--- src/rtl/mvau_hs_pkg.sv ---
`default_nettype none
// +------------------------------------------------------------------+
// | mvau_hs_pkg                                                      |
// | Shared defaults, derived sizes, FSM state type and sign helpers. |
// | Revision: 1.0                                                    |
// +------------------------------------------------------------------+
package mvau_hs_pkg;

    // Width of a counter or address that must hold values 0..n-1, never below 1.
    function automatic int cnt_width(input int n);
        return (n > 2) ? $clog2(n) : 1;
    endfunction

    // Sign-extend the low w bits of v to 32 bits.
    function automatic logic signed [31:0] sext(input logic [31:0] v, input int unsigned w);
        logic [31:0] sh;
        sh = v << (32 - w);
        return $signed(sh) >>> (32 - w);
    endfunction

    localparam int SIMD_D    = 2;
    localparam int PE_D      = 2;
    localparam int MATRIXW_D = 4;
    localparam int MATRIXH_D = 4;
    localparam int TSRCI_D   = 4;
    localparam int TW_D      = 4;
    localparam int TDSTI_D   = 16;

    localparam int SF_D = MATRIXW_D / SIMD_D;
    localparam int NF_D = MATRIXH_D / PE_D;
    localparam int TI_D = TSRCI_D * SIMD_D;
    localparam int TO_D = TDSTI_D * PE_D;
    localparam int WA_D = cnt_width(SF_D * NF_D);

    typedef enum logic {
        FILL   = 1'b0,
        REPLAY = 1'b1
    } state_e;

endpackage
`default_nettype wire

--- src/rtl/mvau_hs_pe.sv ---
`default_nettype none
// +------------------------------------------------------------------+
// | mvau_hs_pe                                                       |
// | One output lane: SIMD signed products, adder tree, accumulator.  |
// | Revision: 1.0                                                    |
// +------------------------------------------------------------------+
module mvau_hs_pe
    import mvau_hs_pkg::*;
#(
    parameter int SIMD  = SIMD_D,
    parameter int TSrcI = TSRCI_D,
    parameter int TW    = TW_D,
    parameter int TDstI = TDSTI_D
) (
    input  logic                    clk,
    input  logic                    rst_n,
    input  logic                    en,
    input  logic                    first,
    input  logic [SIMD*TSrcI-1:0]   act,
    input  logic [SIMD*TW-1:0]      w,
    output logic [TDstI-1:0]        acc_next
);

    logic [TDstI-1:0] sum;
    logic [TDstI-1:0] acc_d;
    logic [TDstI-1:0] acc_q;

    // Products are formed at 32 bits and truncated; the sum wraps modulo 2^TDstI.
    always_comb begin
        sum = '0;
        for (int i = 0; i < SIMD; i++) begin
            sum = sum + TDstI'(sext(32'(act[i*TSrcI +: TSrcI]), TSrcI)
                             * sext(32'(w[i*TW +: TW]), TW));
        end
        acc_next = first ? sum : acc_q + sum;
        acc_d    = en ? acc_next : acc_q;
    end

    always_ff @(posedge clk) begin
        if (!rst_n) begin
            acc_q <= '0;
        end else begin
            acc_q <= acc_d;
        end
    end

endmodule
`default_nettype wire

--- src/rtl/mvau_hs.sv ---
`default_nettype none
// +------------------------------------------------------------------+
// | mvau_hs                                                          |
// | Matrix-vector activation unit with ready/valid streams and an    |
// | input buffer replayed across row-folds.                          |
// | Revision: 1.0                                                    |
// +------------------------------------------------------------------+
module mvau_hs
    import mvau_hs_pkg::*;
#(
    parameter int SIMD    = SIMD_D,
    parameter int PE      = PE_D,
    parameter int MatrixW = MATRIXW_D,
    parameter int MatrixH = MATRIXH_D,
    parameter int TSrcI   = TSRCI_D,
    parameter int TW      = TW_D,
    parameter int TDstI   = TDSTI_D
) (
    input  logic                                                   clk,
    input  logic                                                   rst_n,
    input  logic [TSrcI*SIMD-1:0]                                  in,
    input  logic                                                   in_v,
    output logic                                                   in_rdy,
    output logic [cnt_width((MatrixW/SIMD)*(MatrixH/PE))-1:0]      wmem_addr,
    output logic                                                   wmem_ren,
    input  logic [PE*SIMD*TW-1:0]                                  wmem_data,
    output logic [TDstI*PE-1:0]                                    out,
    output logic                                                   out_v,
    input  logic                                                   out_rdy
);

    localparam int SF  = MatrixW / SIMD;
    localparam int NF  = MatrixH / PE;
    localparam int TI  = TSrcI * SIMD;
    localparam int TO  = TDstI * PE;
    localparam int WA  = cnt_width(SF * NF);
    localparam int SFW = cnt_width(SF);
    localparam int NFW = cnt_width(NF);

    state_e           state_q, state_d;
    logic [SFW-1:0]   sf_q, sf_d;
    logic [NFW-1:0]   nf_q, nf_d;
    logic [WA-1:0]    addr_q, addr_d;
    logic             s1_v_q, s1_v_d;
    logic             s1_first_q, s1_first_d;
    logic             s1_last_q, s1_last_d;
    logic [TI-1:0]    s1_act_q, s1_act_d;
    logic             out_v_q, out_v_d;
    logic [TO-1:0]    out_q, out_d;
    logic [TO-1:0]    acc_next;
    logic [TI-1:0]    ibuf_q [SF];

    logic en;
    logic issue;
    logic last_sf;
    logic acc_en;

    always_comb begin
        en      = !out_v_q || out_rdy;
        in_rdy  = rst_n && en && (state_q == FILL);
        issue   = rst_n && en && ((state_q == FILL) ? in_v : 1'b1);
        last_sf = (sf_q == SFW'(SF - 1));
        acc_en  = en && s1_v_q;

        state_d = state_q;
        sf_d    = sf_q;
        nf_d    = nf_q;
        if (issue) begin
            if (last_sf) begin
                sf_d = '0;
                if (nf_q == NFW'(NF - 1)) begin
                    nf_d    = '0;
                    state_d = FILL;
                end else begin
                    nf_d    = nf_q + NFW'(1);
                    state_d = REPLAY;
                end
            end else begin
                sf_d = sf_q + SFW'(1);
            end
        end

        // Address is held between issues so the port stays quiet during stalls.
        addr_d    = issue ? (WA'(nf_q) * WA'(SF) + WA'(sf_q)) : addr_q;
        wmem_addr = rst_n ? addr_d : '0;
        wmem_ren  = issue;

        s1_v_d     = s1_v_q;
        s1_first_d = s1_first_q;
        s1_last_d  = s1_last_q;
        s1_act_d   = s1_act_q;
        if (en) begin
            s1_v_d     = issue;
            s1_first_d = (sf_q == '0);
            s1_last_d  = last_sf;
            s1_act_d   = (state_q == FILL) ? in : ibuf_q[sf_q];
        end

        out_v_d = en ? (s1_v_q && s1_last_q) : out_v_q;
        out_d   = (acc_en && s1_last_q) ? acc_next : out_q;

        out   = out_q;
        out_v = out_v_q;
    end

    always_ff @(posedge clk) begin
        if (!rst_n) begin
            state_q    <= FILL;
            sf_q       <= '0;
            nf_q       <= '0;
            addr_q     <= '0;
            s1_v_q     <= 1'b0;
            s1_first_q <= 1'b0;
            s1_last_q  <= 1'b0;
            s1_act_q   <= '0;
            out_v_q    <= 1'b0;
            out_q      <= '0;
        end else begin
            state_q    <= state_d;
            sf_q       <= sf_d;
            nf_q       <= nf_d;
            addr_q     <= addr_d;
            s1_v_q     <= s1_v_d;
            s1_first_q <= s1_first_d;
            s1_last_q  <= s1_last_d;
            s1_act_q   <= s1_act_d;
            out_v_q    <= out_v_d;
            out_q      <= out_d;
        end
    end

    always_ff @(posedge clk) begin
        if (in_rdy && in_v) begin
            ibuf_q[sf_q] <= in;
        end
    end

    for (genvar p = 0; p < PE; p++) begin : g_pe
        mvau_hs_pe #(
            .SIMD  (SIMD),
            .TSrcI (TSrcI),
            .TW    (TW),
            .TDstI (TDstI)
        ) u_pe (
            .clk      (clk),
            .rst_n    (rst_n),
            .en       (acc_en),
            .first    (s1_first_q),
            .act      (s1_act_q),
            .w        (wmem_data[p*SIMD*TW +: SIMD*TW]),
            .acc_next (acc_next[p*TDstI +: TDstI])
        );
    end

endmodule
`default_nettype wire

--- config.mk ---
export PLATFORM = sky130hd
export DESIGN_NAME = mvau_hs
export DESIGN_NICKNAME = d
export VERILOG_FILES = /design/src/rtl/mvau_hs_pkg.sv /design/src/rtl/mvau_hs_pe.sv /design/src/rtl/mvau_hs.sv
export SDC_FILE = /design/constraint.sdc
export NUM_CORES = 1
export LEC_CHECK = 0
export CORE_MARGIN = 1
export CORE_UTILIZATION = 35
export DETAILED_ROUTE_END_ITERATION = 12
export GPL_TIMING_DRIVEN = 0
export PLACE_DENSITY = 0.57
export SETUP_SLACK_MARGIN = 0.05
export SLEW_MARGIN = 15
export SYNTH_ARGS = -nofsm -noshare
export SYNTH_HDL_FRONTEND = slang
export SYNTH_SLANG_ARGS = --single-unit
--- constraint.sdc ---
create_clock -name clk -period 7 [get_ports clk]
set_input_delay 0.7 -clock clk [delete_from_list [all_inputs] [get_ports clk]]
set_output_delay 0.7 -clock clk [all_outputs]
set_load 0.005 [all_outputs]
# After elaboration in Yosys (flattened, before gate mapping)
# Memories as Yosys holds them, arrays and structs flattened. A register that Yosys moved wholly into a read port is not among the register bits.
# Index checks and enable logic that the tools add are counted.
[totals]
register_bits = 81
mem_bits_rw = 16
input_bits = 28
elab_cells = 49
n_memories = 1
[op_classes]
add_sub_neg = 7
n_mul = 4
n_mux = 13
n_bitwise = 2
reduce_logical = 10
[memory_table]
columns = ["memory", "words", "word_bits", "rd", "rd_ports_with_merged_regs", "write_ports", "line", "source"]
rows = [
  ["ibuf_q", 2, 8, 1, 1, 1, "mvau_hs.sv:51", "logic [TI-1:0] ibuf_q [SF];"],
]
[ops]
columns = ["op", "count"]
rows = [
  ["$add A16 B16 Y16", 4],
  ["$mul A4 B4 Y8", 4],
  ["$mux W16", 2],
  ["$mux W1", 8],
  ["$mux W8", 1],
  ["$logic_and A1 B1 Y1", 7],
  ["$mux W2", 2],
  ["$add A1 B1 Y1 const B", 2],
  ["$add A2 B1 Y2", 1],
  ["$not A1 Y1", 2],
  ["$reduce_and A2 Y1", 1],
  ["$logic_not A1 Y1", 1],
  ["$logic_or A1 B1 Y1", 1],
]

# Longest topological paths before layout
[logic_depth]
word_depth = 7
ltp_mapped = 25
mapped_depth_nobuf = 25

# Cells and area by module
# Synthesis repeated with hierarchy kept, for this count alone.
[hier_totals]
hier_cells = 1007
area_unflattened_um2 = 8847.2
[by_module_without_submodules]
columns = ["mod", "instances", "cells_per_inst", "area_each_um2", "seq_area_each_um2"]
rows = [
  ["mvau_hs_pe at g_pe[0].u_pe", 1, 368, 3123.0, 320.3],
  ["mvau_hs_pe at g_pe[1].u_pe", 1, 374, 3116.7, 320.3],
  ["mvau_hs", 1, 265, 2607.5, 1461.4],
]

# Least setup slack after synthesis
# No wires, ideal clock.
[synth_path]
path_type = "input to register"
startpoint = "input wmem_data[15]"
endpoint = "register g_pe[1].u_pe.acc_q[15]"
setup_ns = 0.088
t_arrival_ns = 6.092
t_required_ns = 6.912
slack_ns = 0.820
cell_stages = 24
cell_sequence = "nand2b_1 fa_1 fa_1 fa_1 inv_1 ha_1 fa_1 ha_1 inv_1 nor2_1 and2_1 nor2_1 nor2b_1 o21ai_0 nand2b_1 fa_1 ha_1 nand2_1 o21ai_1 a221o_1 a211oi_4 nor2_2 o311a_1 o32ai_2"
[synth_via]
elab_chain_cells = 4
[synth_rtl]
columns = ["item", "line", "source"]
rows = [
  ["start: declaration", "mvau_hs.sv:26", "input logic [PE*SIMD*TW-1:0] wmem_data,"],
  ["$mul A4 B4 Y8 (*)", "mvau_hs_pe.sv:33", "* sext(32'(w[i*TW +: TW]), TW));"],
  ["$add A16 B16 Y16 (*)", "mvau_hs_pe.sv:32", "sum = sum + TDstI'(sext(32'(act[i*TSrcI +: TSrcI]), TSrcI)"],
  ["$add A16 B16 Y16", "mvau_hs_pe.sv:35", "acc_next = first ? sum : acc_q + sum;"],
  ["$mux W16 (*)", "mvau_hs_pe.sv:35", ""],
  ["end signal: assignment", "mvau_hs_pe.sv:41", "acc_q <= '0;"],
  ["end signal: assignment", "mvau_hs_pe.sv:43", "acc_q <= acc_d;"],
  ["end: declaration", "mvau_hs_pe.sv:26", "logic [TDstI-1:0] acc_q;"],
]
# Mark *: on every way between the ends. The rest lies on a longest branch, timed or not.
# A chain may end at the register's enable or synchronous reset.

# Final worst setup path
[layout_path]
startpoint = "input wmem_data[9]"
endpoint = "register g_pe[1].u_pe.acc_q[15]"
# The elaborated chain is that of the path after synthesis.

==> impl_results.md <==
* Global placer's final weighted congestion at 0.877
* Final hold violation count at 0
* Net count after synthesis at approximately 1100
* Sum of routed wire length over all layers at between 20000 and 25000 um
* Clock skew after layout at approximately 0.0090 ns
* Die W at ~160 um
* Aggregate global-route resource usage at 0.185
* DIE HEIGHT at about 160 um
* Dpl hpwl at 17100 um
* CTS sink cnt at 97
* Category of the most critical setup path: in2reg
* Setup TNS after final layout at 0 ns
* Count of port buffers added during placement at 63
* Cell at the root of the clock tree: sky130_fd_sc_hd__clkbuf_16
* Overflow after GRT at 0
* CTS Buf Count at 9
* Area added between synthesis and finish at 17.6%
* Clock tree from TritonCTS: yes
* Post-placement cell count at 1310
* Avg Inst Size Synth at 8.84 sq um
* Yosys top cell area share at 0.196
* Via count normalized by instance count at between 5 and 6
* CP required at 7.27 ns
* Number of global-route vias before repair at between 6000 and 7000
* Worst slew pin tran at a little under 0.8 ns
* Clock H-tree levels at 3
* Synth Cell Area at approximately 0.0083 sq mm
* Iteration-0 DRC count of the detailed router at around 350
* Initial cell density of the core at 0.360
* Final design instance area without fill at about 0.0097 sq mm
* Antenna Cells at 0
* Class of the tightest hold or removal check: reg2reg
* Count of flip-flops with a built-in enable after synthesis at 16
* Layout cells sized above 1 at 0.0513
* Total I/O pin count at 65
* First-pass GRT wire length at around 35000 um
* Leakage Power at ~4.3 nW
* Clock transition at path regs at about 0.080 ns
* Cell variety after synth at 64
* Power density normalized to cell area at 426 mW/mm^2
* Number of antenna violations at the first check in global routing at 0
* Maximum number of pins on one net before global-route repair at 20
* Leading register cell type out of synthesis: sky130_fd_sc_hd__dfxtp_1
* Max Buffers Root-to-Sink at 2
* Startpoint class of the critical path: input port
* Critical register-to-register path startpoint: s1_act_q[1]
* Placement Cell Area at around 0.0093 sq mm
* Final max-slew violation count at 0
* Highest achievable clock rate at ~150 MHz
* Cells after Synth at 934
* Slew headroom at 0.486
* Total of max-cap violations at 0
* Worst Min Path Start: out[26]
* Worst hold-check slack at about 0.48 ns
* Result of the run: finished, final reports clean
* Cell with the largest stage delay on the worst path: sky130_fd_sc_hd__clkdlybuf4s50_1
* Final count of negative-setup-slack endpoints at 0
* Fin cells at roughly 1300
* Crit path max fanout at 4
* Min Tclk post-route at roughly 6.7 ns
* CP Launch Point: wmem_data[9]
* Vias at 6864
* Cell types with the largest area share after synthesis: sky130_fd_sc_hd__dfxtp_1, sky130_fd_sc_hd__ha_1, sky130_fd_sc_hd__fa_1
* Number of flip-flops and latches in the synthesized netlist at 97
* Setup repair after global routing missed its margin: true
* Worst hold path depth at 2
* Core outline area at ~0.023 sq mm
* Hold-fix buffers at CTS at 0
* DR WL/cell at approximately 16 um
* Die Footprint at about 0.024 sq mm
* Post-route DRC at 0
* Data arrival time of the critical path at 6.97 ns
* Clk Latency, worst-skew pair at about 0.36 ns
* Floorplan row count at 55
* Final antenna-violating net count at 0
* Worst-case reg-to-reg path depth at 24
* Delay of the slowest critical-path stage at 0.54 ns
* Seq/Total Area, Yosys at 0.255
* Total number of yosys warnings at 0
* Total iterations of the first detailed-routing run at 5
* Library cell with the largest summed area after synthesis: sky130_fd_sc_hd__dfxtp_1
* Peak supply drop at 0.214 mV
* Share of synthesized flip-flops with an asynchronous set or reset at 0
* Nets at roughly 1200
* Endpoint class of the critical path: flop
* Ratio of final minimum period to clock period at 0.956
* Critical Path Most Common Cell: sky130_fd_sc_hd__fa_1
[per-layer routing]
layer | track usage | wire (um) | share of wire
met5 | 0 | 0 | 0
met4 | 0.0621 | 486 | 0.022
met1 | 0.250 | 10500 | 0.48
met3 | 0.0250 | 751 | 0.035
met2 | 0.302 | 9960 | 0.46
[flip-flops by register name, indices dropped and copies added (netlist names), named ones only]
name / cells
g_pe.u_pe.acc_q: 32
out: 32
ibuf_q: 16
s1_act_q: 8
addr_q: 2
last_sf: 1
out_v: 1
s1_first_q: 1
s1_last_q: 1
s1_v_q: 1
state_q: 1
[per-stage QoR]
| step | utilization | setup WS (ns) | total power (W) |
|---|---|---|---|
| finish | 0.424 | 0.305 | 0.00413 |
| global route | 0.424 | 0.0343 | 0.00451 |
| CTS | 0.418 | 0.0441 | 0.00401 |
| detailed placement | 0.405 | -0.500 | 0.00347 |
| global placement | 0.405 | -0.426 | 0.00344 |
| floorplan | - | 0.820 | 0.00284 |
[repair_timing]
item	4_1_cts	5_1_grt
endpoints found under the hold margin	0	0
endpoints found under the setup margin	8	14
gates cloned	0	0
pin swaps	1	3
gates resized for setup	4	21
buffers inserted	0	3
[worst paths after layout]
check | slack [ns] | endpoint
setup / recovery | 0.31 | g_pe[1].u_pe.acc_q[15]
hold / removal | 0.48 | out[26]
setup reg to reg | 0.57 | g_pe[1].u_pe.acc_q[15]
hold reg to reg | 0.48 | out[26]
[layout by cell type, fill, tap and decap left out, types with 4 or more instances in the layout]
master	instances
sky130_fd_sc_hd__mux2i_1	17
sky130_fd_sc_hd__buf_1	4
sky130_fd_sc_hd__clkbuf_16	9
sky130_fd_sc_hd__a21o_1	22
sky130_fd_sc_hd__and3_1	5
sky130_fd_sc_hd__a21oi_1	72
sky130_fd_sc_hd__clkdlybuf4s50_1	60
sky130_fd_sc_hd__o21ai_1	4
sky130_fd_sc_hd__o211a_1	4
sky130_fd_sc_hd__and2_1	42
sky130_fd_sc_hd__ha_1	96
sky130_fd_sc_hd__nor2b_1	9
sky130_fd_sc_hd__nor3b_1	4
sky130_fd_sc_hd__edfxtp_1	16
sky130_fd_sc_hd__nand3_1	23
sky130_fd_sc_hd__nand2_1	48
sky130_fd_sc_hd__xnor2_1	44
sky130_fd_sc_hd__o211ai_1	4
sky130_fd_sc_hd__nor3_1	10
sky130_fd_sc_hd__o21ai_0	49
sky130_fd_sc_hd__o21bai_1	11
sky130_fd_sc_hd__o21a_1	5
sky130_fd_sc_hd__dfxtp_1	81
sky130_fd_sc_hd__nor2_1	105
sky130_fd_sc_hd__fa_1	42
sky130_fd_sc_hd__clkbuf_1	29
sky130_fd_sc_hd__a211oi_1	36
sky130_fd_sc_hd__nand2b_1	11
sky130_fd_sc_hd__xor2_1	19
sky130_fd_sc_hd__nand4_1	5
sky130_fd_sc_hd__a31oi_1	4
sky130_fd_sc_hd__buf_4	5
sky130_fd_sc_hd__inv_1	45
[Yosys cell counts (3+ instances only)]
| cell | instances |
|---|---|
| sky130_fd_sc_hd__inv_1 | 45 |
| sky130_fd_sc_hd__clkbuf_8 | 3 |
| sky130_fd_sc_hd__nand3_1 | 24 |
| sky130_fd_sc_hd__nor3b_1 | 5 |
| sky130_fd_sc_hd__nor2_1 | 105 |
| sky130_fd_sc_hd__o21ai_0 | 51 |
| sky130_fd_sc_hd__a211oi_1 | 36 |
| sky130_fd_sc_hd__nand2_1 | 49 |
| sky130_fd_sc_hd__o211a_1 | 4 |
| sky130_fd_sc_hd__o21ai_1 | 4 |
| sky130_fd_sc_hd__o211ai_1 | 4 |
| sky130_fd_sc_hd__xor2_1 | 20 |
| sky130_fd_sc_hd__a21oi_1 | 74 |
| sky130_fd_sc_hd__buf_1 | 4 |
| sky130_fd_sc_hd__dfxtp_1 | 81 |
| sky130_fd_sc_hd__and2_1 | 42 |
| sky130_fd_sc_hd__clkbuf_1 | 31 |
| sky130_fd_sc_hd__nand2b_1 | 11 |
| sky130_fd_sc_hd__and3_1 | 5 |
| sky130_fd_sc_hd__xnor2_1 | 44 |
| sky130_fd_sc_hd__mux2_2 | 3 |
| sky130_fd_sc_hd__a21o_1 | 22 |
| sky130_fd_sc_hd__fa_1 | 42 |
| sky130_fd_sc_hd__nor2b_1 | 9 |
| sky130_fd_sc_hd__nand4_1 | 5 |
| sky130_fd_sc_hd__o221ai_1 | 3 |
| sky130_fd_sc_hd__o41ai_1 | 3 |
| sky130_fd_sc_hd__edfxtp_1 | 16 |
| sky130_fd_sc_hd__ha_1 | 99 |
| sky130_fd_sc_hd__o21bai_1 | 11 |
| sky130_fd_sc_hd__mux2i_1 | 17 |
| sky130_fd_sc_hd__nor3_1 | 10 |
| sky130_fd_sc_hd__o21a_1 | 5 |
| sky130_fd_sc_hd__a31oi_1 | 6 |
[kinds of logic (layout without fill, tap and decap cells)]
kind of cell / count (synthesis) / count (layout) / synth area share
fa+ha+maj: 141 / 141 / 0.252
flops: 97 / 97 / 0.255
xor+xnor: 64 / 64 / 0.0679
mux: 20 / 20 / 0.0247
compound gates: 248 / 248 / 0.196
buf+inv: 87 / 167 / 0.0446
simple gates: 277 / 277 / 0.160
[worst max-delay path, delay by kind of cell]
family / cells / cell delay (ns)
adder cells (fa/ha/maj): 8 / 3.35
buffers and inverters: 3 / 0.69
AO/OA/AOI/OAI: 6 / 0.97
AND/OR/NAND/NOR: 8 / 1.24
[where the power goes]
group	internal [W]	leakage [nW]	switching (W)
clock	0.000253	0.146	0.000254
combinational	0.00121	3.30	0.00175
sequential	0.000625	0.809	0.0000429
[cell type report]
class / count / area (sq um)
buffer: 39 / 188
tap: 313 / 392
timing repair buffer: 66 / 661
inverter: 46 / 173
fill: 2328 / 13200
sequential: 97 / 2100
clock buffer: 9 / 225
clock inverter: 7 / 68.8
multi-input combinational: 750 / 5900
Note: power is estimated with default switching activity, not from simulation.
